File: src/rtl/bip_control_if.sv
// Bundle of signals between the BIP control unit and the blocks it talks to:
// program memory on one side and the accumulator datapath / data memory on
// the other. The control unit is the master.
interface bip_control_if #(
  parameter int PC_W = 11,
  parameter int msb  = 10
);
  logic            start;
  logic [15:0]     instr;
  logic [PC_W-1:0] pc_addr;
  logic [msb:0]    operand;
  logic            op;
  logic [1:0]      sel_a;
  logic            sel_b;
  logic            wr_acc;
  logic            rd_ram;
  logic            wr_ram;
  logic            busy;
  logic            halted;
  logic [15:0]     instr_count;

  modport master (
    input  start, instr,
    output pc_addr, operand, op, sel_a, sel_b,
           wr_acc, rd_ram, wr_ram, busy, halted, instr_count
  );

  modport slave (
    output start, instr,
    input  pc_addr, operand, op, sel_a, sel_b,
           wr_acc, rd_ram, wr_ram, busy, halted, instr_count
  );
endinterface

File: src/rtl/bip_control.sv
// BIP accumulator processor control unit. Fetches one 16-bit instruction,
// decodes its 5-bit opcode and issues the datapath strobes, retiring one
// instruction every three cycles (FETCH, DECODE, EXEC) until HLT.
// Strobes come only from the registered state and IR, so they never follow
// glitches on the program-memory data bus.
module bip_control #(
  parameter int PC_W = 11,
  parameter int msb  = 10
) (
  input  logic          clk,
  input  logic          reset,
  bip_control_if.master bus
);

  typedef enum logic [2:0] {
    IDLE   = 3'd0,
    FETCH  = 3'd1,
    DECODE = 3'd2,
    EXEC   = 3'd3,
    HALT   = 3'd4
  } state_t;

  localparam logic [4:0] OP_HLT  = 5'b00000;
  localparam logic [4:0] OP_STO  = 5'b00001;
  localparam logic [4:0] OP_LD   = 5'b00010;
  localparam logic [4:0] OP_LDI  = 5'b00011;
  localparam logic [4:0] OP_ADD  = 5'b00100;
  localparam logic [4:0] OP_ADDI = 5'b00101;
  localparam logic [4:0] OP_SUB  = 5'b00110;
  localparam logic [4:0] OP_SUBI = 5'b00111;

  state_t          state;
  state_t          next_state;
  logic [PC_W-1:0] pc;
  logic [15:0]     ir;
  logic [15:0]     count;
  logic [4:0]      opcode;

  logic            op;
  logic [1:0]      sel_a;
  logic            sel_b;
  logic            wr_acc;
  logic            rd_ram;
  logic            wr_ram;

  assign opcode = ir[15:11];

  // State register; reset returns to IDLE at once, even mid-instruction
  always_ff @(posedge clk or posedge reset) begin
    if (reset) begin
      state <= IDLE;
    end else begin
      state <= next_state;
    end
  end

  // IR captures program memory on entry to DECODE; PC and retire count advance as EXEC ends
  always_ff @(posedge clk or posedge reset) begin
    if (reset) begin
      pc    <= '0;
      ir    <= '0;
      count <= '0;
    end else begin
      if (state == FETCH) begin
        ir <= bus.instr;
      end
      if (state == EXEC) begin
        if (count != 16'hFFFF) begin
          count <= count + 16'd1;
        end
        if (opcode != OP_HLT) begin
          pc <= pc + PC_W'(1);
        end
      end
    end
  end

  // Next-state and strobe decode; every output idles at its default unless a state/opcode asks otherwise
  always_comb begin
    next_state = state;
    op         = 1'b0;
    sel_a      = 2'b00;
    sel_b      = 1'b0;
    wr_acc     = 1'b0;
    rd_ram     = 1'b0;
    wr_ram     = 1'b0;
    case (state)
      IDLE: begin
        if (bus.start) begin
          next_state = FETCH;
        end
      end
      FETCH: begin
        next_state = DECODE;
      end
      DECODE: begin
        next_state = EXEC;
        if (opcode == OP_LD || opcode == OP_ADD || opcode == OP_SUB) begin
          rd_ram = 1'b1;
        end
      end
      EXEC: begin
        next_state = (opcode == OP_HLT) ? HALT : FETCH;
        case (opcode)
          OP_STO: begin
            wr_ram = 1'b1;
          end
          OP_LD: begin
            wr_acc = 1'b1;
            sel_a  = 2'b10;
          end
          OP_LDI: begin
            wr_acc = 1'b1;
            sel_a  = 2'b01;
          end
          OP_ADD: begin
            wr_acc = 1'b1;
            op     = 1'b1;
          end
          OP_ADDI: begin
            wr_acc = 1'b1;
            op     = 1'b1;
            sel_b  = 1'b1;
          end
          OP_SUB: begin
            wr_acc = 1'b1;
          end
          OP_SUBI: begin
            wr_acc = 1'b1;
            sel_b  = 1'b1;
          end
          default: begin
          end
        endcase
      end
      HALT: begin
        next_state = HALT;
      end
      default: begin
        next_state = IDLE;
      end
    endcase
  end

  assign bus.pc_addr     = pc;
  assign bus.operand     = (msb + 1)'(ir[10:0]);
  assign bus.op          = op;
  assign bus.sel_a       = sel_a;
  assign bus.sel_b       = sel_b;
  assign bus.wr_acc      = wr_acc;
  assign bus.rd_ram      = rd_ram;
  assign bus.wr_ram      = wr_ram;
  assign bus.busy        = (state == FETCH) || (state == DECODE) || (state == EXEC);
  assign bus.halted      = (state == HALT);
  assign bus.instr_count = count;

endmodule

File: src/flat_wrapper.sv
// flat-port wrapper written by rule: the top's interface ports become plain ports
module bip_control_flat 
#(
  parameter int PC_W = 11,
  parameter int msb  = 10
)
  (clk, reset, bus_start, bus_instr, bus_pc_addr, bus_operand, bus_op, bus_sel_a, bus_sel_b, bus_wr_acc, bus_rd_ram, bus_wr_ram, bus_busy, bus_halted, bus_instr_count);
  bip_control_if #(.PC_W(PC_W), .msb(msb)) bus_i ();
  input  logic clk;
  input  logic reset;
  input wire logic [$bits(bus_i.start)-1:0] bus_start;
  input wire logic [$bits(bus_i.instr)-1:0] bus_instr;
  output wire logic [$bits(bus_i.pc_addr)-1:0] bus_pc_addr;
  output wire logic [$bits(bus_i.operand)-1:0] bus_operand;
  output wire logic [$bits(bus_i.op)-1:0] bus_op;
  output wire logic [$bits(bus_i.sel_a)-1:0] bus_sel_a;
  output wire logic [$bits(bus_i.sel_b)-1:0] bus_sel_b;
  output wire logic [$bits(bus_i.wr_acc)-1:0] bus_wr_acc;
  output wire logic [$bits(bus_i.rd_ram)-1:0] bus_rd_ram;
  output wire logic [$bits(bus_i.wr_ram)-1:0] bus_wr_ram;
  output wire logic [$bits(bus_i.busy)-1:0] bus_busy;
  output wire logic [$bits(bus_i.halted)-1:0] bus_halted;
  output wire logic [$bits(bus_i.instr_count)-1:0] bus_instr_count;
  assign bus_i.start = bus_start;
  assign bus_i.instr = bus_instr;
  assign bus_pc_addr = bus_i.pc_addr;
  assign bus_operand = bus_i.operand;
  assign bus_op = bus_i.op;
  assign bus_sel_a = bus_i.sel_a;
  assign bus_sel_b = bus_i.sel_b;
  assign bus_wr_acc = bus_i.wr_acc;
  assign bus_rd_ram = bus_i.rd_ram;
  assign bus_wr_ram = bus_i.wr_ram;
  assign bus_busy = bus_i.busy;
  assign bus_halted = bus_i.halted;
  assign bus_instr_count = bus_i.instr_count;
  bip_control #(.PC_W(PC_W), .msb(msb)) u_core (.clk(clk), .reset(reset), .bus(bus_i));
endmodule
File: config.mk
export PLATFORM = sky130hd
export DESIGN_NAME = bip_control_flat
export DESIGN_NICKNAME = d
export VERILOG_FILES = /design/src/rtl/bip_control_if.sv /design/src/rtl/bip_control.sv /design/src/flat_wrapper.sv
export SDC_FILE = /design/constraint.sdc
export NUM_CORES = 1
export LEC_CHECK = 0
export CAP_MARGIN = 20
export CORE_MARGIN = 4
export CORE_UTILIZATION = 35
export DETAILED_ROUTE_END_ITERATION = 8
export GPL_ROUTABILITY_DRIVEN = 0
export SYNTH_ARGS = -nofsm -noshare
export SYNTH_HDL_FRONTEND = slang
export SYNTH_SLANG_ARGS = --single-unit
File: constraint.sdc
create_clock -name clk -period 1.69 [get_ports clk]
set_input_delay 0.338 -clock clk [delete_from_list [all_inputs] [get_ports clk]]
set_output_delay 0.338 -clock clk [all_outputs]
set_load 0.005 [all_outputs]
# Yosys cells after proc, flatten, opt, wreduce, memory -nomap -nowiden
# Index checks and enable logic that the tools add are counted.
# classes
add_sub_neg	2
n_eq_ne	13
mux	15
n_reduce_logical	12
# op_table
operator	count
5-bit by 3-bit equality test with 1-bit output (second input constant)	4
16-bit by 1-bit adder with 16-bit output (second input constant)	1
16-bit != test (second input constant)	1
3-bit one-hot mux with 5 select lines	1
11-bit by 1-bit adder with 11-bit output (second input constant)	1
5-bit by 2-bit equality test with 1-bit output (second input constant)	2
1-bit 2-to-1 mux	10
3-bit by 2-bit equality test with 1-bit output (second input constant)	2
3-bit 2-to-1 mux	2
6-bit OR reduction	1
5-bit by 1-bit equality test with 1-bit output (second input constant)	1
5-bit logical NOT	1
5-bit nonzero test	1
1-bit logical OR	4
2-bit one-hot mux with 2 select lines	1
2-bit AND reduction	2
2-bit OR reduction	2
3-bit by 1-bit equality test with 1-bit output (second input constant)	1
3-bit equality test (second input constant)	1
3-bit logical NOT	1
2-bit 2-to-1 mux	1
2-bit != test (second input constant)	1
# totals
register_bits	46
inputBits	19
output_inout_bits	47

# Depth between registers and ports, before layout
# depth
ltp_word	5
mapped_depth	6

# Least setup slack after synthesis
# Ideal clock, no wire load.
# synth_timing
path_kind	reg2reg
start	register u_core.count[0], in the netlist u_core.bus.instr_count[0]
end	register u_core.count[1], in the netlist u_core.bus.instr_count[1]
t_arrival_ns	1.505
required_ns	1.562
slack_ns	0.057
stages_incl_launch_ff	6
path_buffers	0
period_less_slack_ns	1.633
cell_sequence	dfrtp_1 > ha_1 > inv_1 > nor3_4 > a21oi_1 > mux2_1
# synth_between
elab_chain_len	2
# synth_rtl
item	line_no	text
start, declared	bip_control.sv:36	logic [15:0] count;
start signal, assigned	bip_control.sv:69	count <= count + 16'd1;
branches (longest 2 deep; another with 16-bit by 1-bit adder with 16-bit output)	-	
# Parallel ways; which one is timed is not known.
# A chain may end at the register's enable or synchronous reset.

# Worst setup path in the final report
# layout_timing
start	register u_core.ir[15]
end	register u_core.pc[9], in the netlist u_core.bus.pc_addr[9]
# layout_between
elab_chain_len	2
# layout_rtl
item	line_no	text
start, declared	bip_control.sv:35	logic [15:0] ir;
start signal, assigned	bip_control.sv:65	ir <= bus.instr;
5-bit nonzero test	bip_control.sv:71	if (opcode != OP_HLT) begin
2-bit AND reduction (no source line)	-	
end signal, assigned	bip_control.sv:72	pc <= pc + PC_W'(1);
end, declared	bip_control.sv:34	logic [PC_W-1:0] pc;
# No other way between the ends.

==> results.yml <==
yosys:
  avgSynthCellArea_um2: 11.9
  synthArstFlopShare_pct: 100
  yosysWarnings: 0
  yosysSeqAreaShare_pct: 50.5
  synth-main-ff-cell: "dfrtp_1"
  synth_cells: 191
  synth_edf_count: 0
  syn_area_mm2: 0.00228
  ys_seq_elements: 46
  synth_cell_type_count: 45
  synth.net_count: 212
place:
  dp.cells: 341
  dp_hpwl_mm: 3.80
  dp_slack_ns: -0.196
  portBuffers: 65
clock_tree:
  clock_path_buffers: 2
  cts_max_level: 2
  cts_tree: "done"
  cts_root_buffer: "clkbuf_8"
  clock-sinks: 46
  clk_pin_slew_ns: 0.09
  clk_latency_ns: 0.30
  cts-buffers-inserted: 5
power:
  powerDensity_mw_per_mm2: 1510
  irDropWorstVdd_v: 0.000907
  intPower_uw: 3480
  switching_share_pct: 33.1
  seq_power_share_pct: 33.8
  total_power_uw: 5210
  combPwrFrac_pct: 50.4
  p_leak_uw: 0.00150
  p_clk_share_pct: 15.8
  switchingPower_uw: 1720
setup_path:
  path_cells: "buf_6, or4_4, or2_4, and3_4, xor2_2"
  worstReg2RegEnd: "u_core.bus.pc_addr[9]"
  r2r-start: "u_core.ir[15]"
  cp_num_buf_inv: 1
  cp_slowest_stage_delay_ns: 0.57
  worstRegToRegCells: 5
  cp-start-kind: "register"
  critPathTopFamily: "simple AND/OR/NAND/NOR gates"
  critPathKind: "register to register"
  cp.arrival_ns: 1.99
  worstPathRequired_ns: 1.88
  cp_slowest_cell: "or4_4"
  critPathMaxFanout: 5
  r2r_slack_ns: -0.11
  critPathCaptureType: "register"
status:
  status: "finished with violations"
  violations: "setup timing"
floorplanning:
  io_pins: 66
  rows: 29
  start_util_pct: 35.9
  die-height_um: 88.7
  die_w_um: 88.7
  dieArea_mm2: 0.00787
  core_mm2: 0.00635
timing:
  rsz0062_at_grt: "true"
  finClkSkew_ns: 0.00953
  max-slew-margin-rel_pct: 73.1
  finalSetupViolations: 17
  tightest_slew_ns: 0.402
  worst_slack_ns: -0.109
  hold_viol_final: 0
  fin_crit_ns: 1.80
  report.final.slew_viol_count: 0
  min_period_over_period_pct: 106
  max_freq_mhz: 556
drt:
  wl_per_cell_um: 14.6
  vias: 1750
  via_per_inst: 4.90
  drtAntennaViolNets: 0
  drtIter0Drc: 22
  drtPass1Iterations: 4
  drc: 0
  finalWirelength_mm: 5.23
final_layout:
  fillerInstances: 549
  final_core_util_pct: 54.3
  final_layout_size_suffix_gt1_share_pct: 38.6
  area_growth_pct: 51.3
  antenna_cells: 0
  multi_input_comb_area_mm2: 0.00116
  layout.nets: 300
  regArea_mm2: 0.00116
  post_layout_nonfiller_instances: 357
run:
  drv_cap: 0
min_path:
  min_path_type: "input port to asynchronous set/reset pin"
grt:
  grt_max_degree: 17
  track_usage_pct: 14.0
  grt_pass1_wl_mm: 8.53
  grt_pass1_vias: 1786
  overflow: 0
  antenna_found_initial: 0
==> logic make-up after synthesis <==
group | synth area share (%)
and+or+nand+nor | 19.1
DFF | 50.5
xor gates and xnor gates | 8.84
buffers and inverters | 5.33
AOI/OAI and AO/OA | 6.26
muxes | 8.90
adders and majority gates | 1.10
==> worst register-to-register path, cell delays in order (launching register included) <==
cell and delay [ns]:
dfrtp_1 0.41, buf_6 0.12, or4_4 0.57, or2_4 0.29
and3_4 0.17, xor2_2 0.13
==> layer usage <==
metal  routed length (um)  up-vias  GRT usage [%]
met2                 2670       27           22.5
li1                     -      858              -
met5                    0        -              0
met3                  144        7           2.05
met4                   76        0           5.36
met1                 2340      858           18.9
==> synthesized netlist by cell type (all sizes together) (2+ instances only) <==
cell type / number / area, um^2
ha: 2 / 25.0
and3: 9 / 61.3
nor4: 4 / 40.0
nor3: 5 / 41.3
a31oi: 4 / 25.0
nand4: 6 / 43.8
inv: 3 / 11.3
a21oi: 4 / 20.0
nand2: 9 / 33.8
and4: 3 / 26.3
mux2: 18 / 203
xor2: 15 / 131
a41oi: 2 / 17.5
dfrtp: 46 / 1150
a2111oi: 3 / 40.0
xnor2: 8 / 70.1
o21ai: 2 / 13.8
nand3: 8 / 45.0
nor2: 10 / 40.0
buf: 16 / 110
==> power groups by stage <==
stage / clock, uW / combinational [uW] / sequential (uW)
floorplan: 0 / 1220 / 1770
global placement: 0 / 2260 / 1770
detailed placement: 0 / 2280 / 1780
CTS: 854 / 2480 / 1750
global route: 885 / 2840 / 1810
finish: 824 / 2620 / 1760
==> area by class of cell <==
type | count | area share [%]
Clock buffer | 5 | 2.00
Inverter | 3 | 0.327
Multi-Input combinational cell | 126 | 33.5
Clock inverter | 3 | 1.31
Timing Repair Buffer | 97 | 26.5
Tap cell | 77 | 2.79
Sequential cell | 46 | 33.6
==> cells in the final DEF, fill, tap and decap left out, types with 2 or more instances in the layout <==
cell / synthesis / final
nor4_2: 0 / 2
xor2_1: 15 / 14
a2111oi_2: 2 / 2
buf_4: 12 / 22
a41oi_1: 2 / 2
nand4_1: 5 / 5
a21oi_1: 4 / 3
inv_1: 3 / 2
nor3_2: 1 / 3
dfrtp_1: 46 / 41
clkinvlp_4: 0 / 2
and3_1: 8 / 6
and3_4: 1 / 3
clkbuf_8: 0 / 5
nand3_2: 1 / 2
clkdlybuf4s50_1: 0 / 56
ha_1: 2 / 2
mux2_2: 17 / 16
nand3_1: 7 / 5
nor2_1: 9 / 5
nand2_1: 9 / 7
nor2_2: 1 / 4
buf_6: 0 / 7
nand2_2: 0 / 2
dfrtp_2: 0 / 5
buf_2: 4 / 7
buf_12: 0 / 3
a31oi_1: 4 / 4
and4_1: 3 / 3
xnor2_1: 8 / 7
nor4_4: 1 / 2
==> through the flow <==
step | hold slack (ns) | setup TNS (ns) | area, um^2
2_1_floorplan | 0.468 | 0 | 2280
5_1_grt | 0.391 | -1.64 | 3450
6_report | 0.343 | -0.823 | 3450
3_3_place_gp | 0.462 | -0.718 | 3130
4_1_cts | 0.349 | -0.622 | 3310
3_5_place_dp | 0.468 | -0.884 | 3130
==> flip-flops by register name, summed over array words and instances, names as in the netlist <==
name,count
u_core.bus.instr_count,16
u_core.bus.pc_addr,11
u_core.ir,16
u_core.state,3
==> worst max path at each step <==
stage | from | endpoint | slack [ns] | depth (start not counted)
global placement | u_core.ir[14] | bus_sel_a[0] | -0.17 | 5
finish | u_core.ir[15] | u_core.bus.pc_addr[9] | -0.11 | 5
CTS | u_core.ir[15] | bus_sel_a[0] | -0.1 | 5
global route | u_core.ir[15] | bus_sel_a[0] | -0.17 | 5
detailed placement | u_core.ir[14] | bus_sel_a[0] | -0.20 | 5
floorplan | u_core.bus.instr_count[0] | u_core.bus.instr_count[1] | 0.06 | 5
==> repair_timing <==
item,4_1_cts,5_1_grt
pin swaps,11,11
resized for setup,44,31
endpoints found under the setup margin,12,35
setup buffers,7,1
hold buffers,0,0
hold endpoints to repair,0,0
Power figures use the tool's default switching activity.
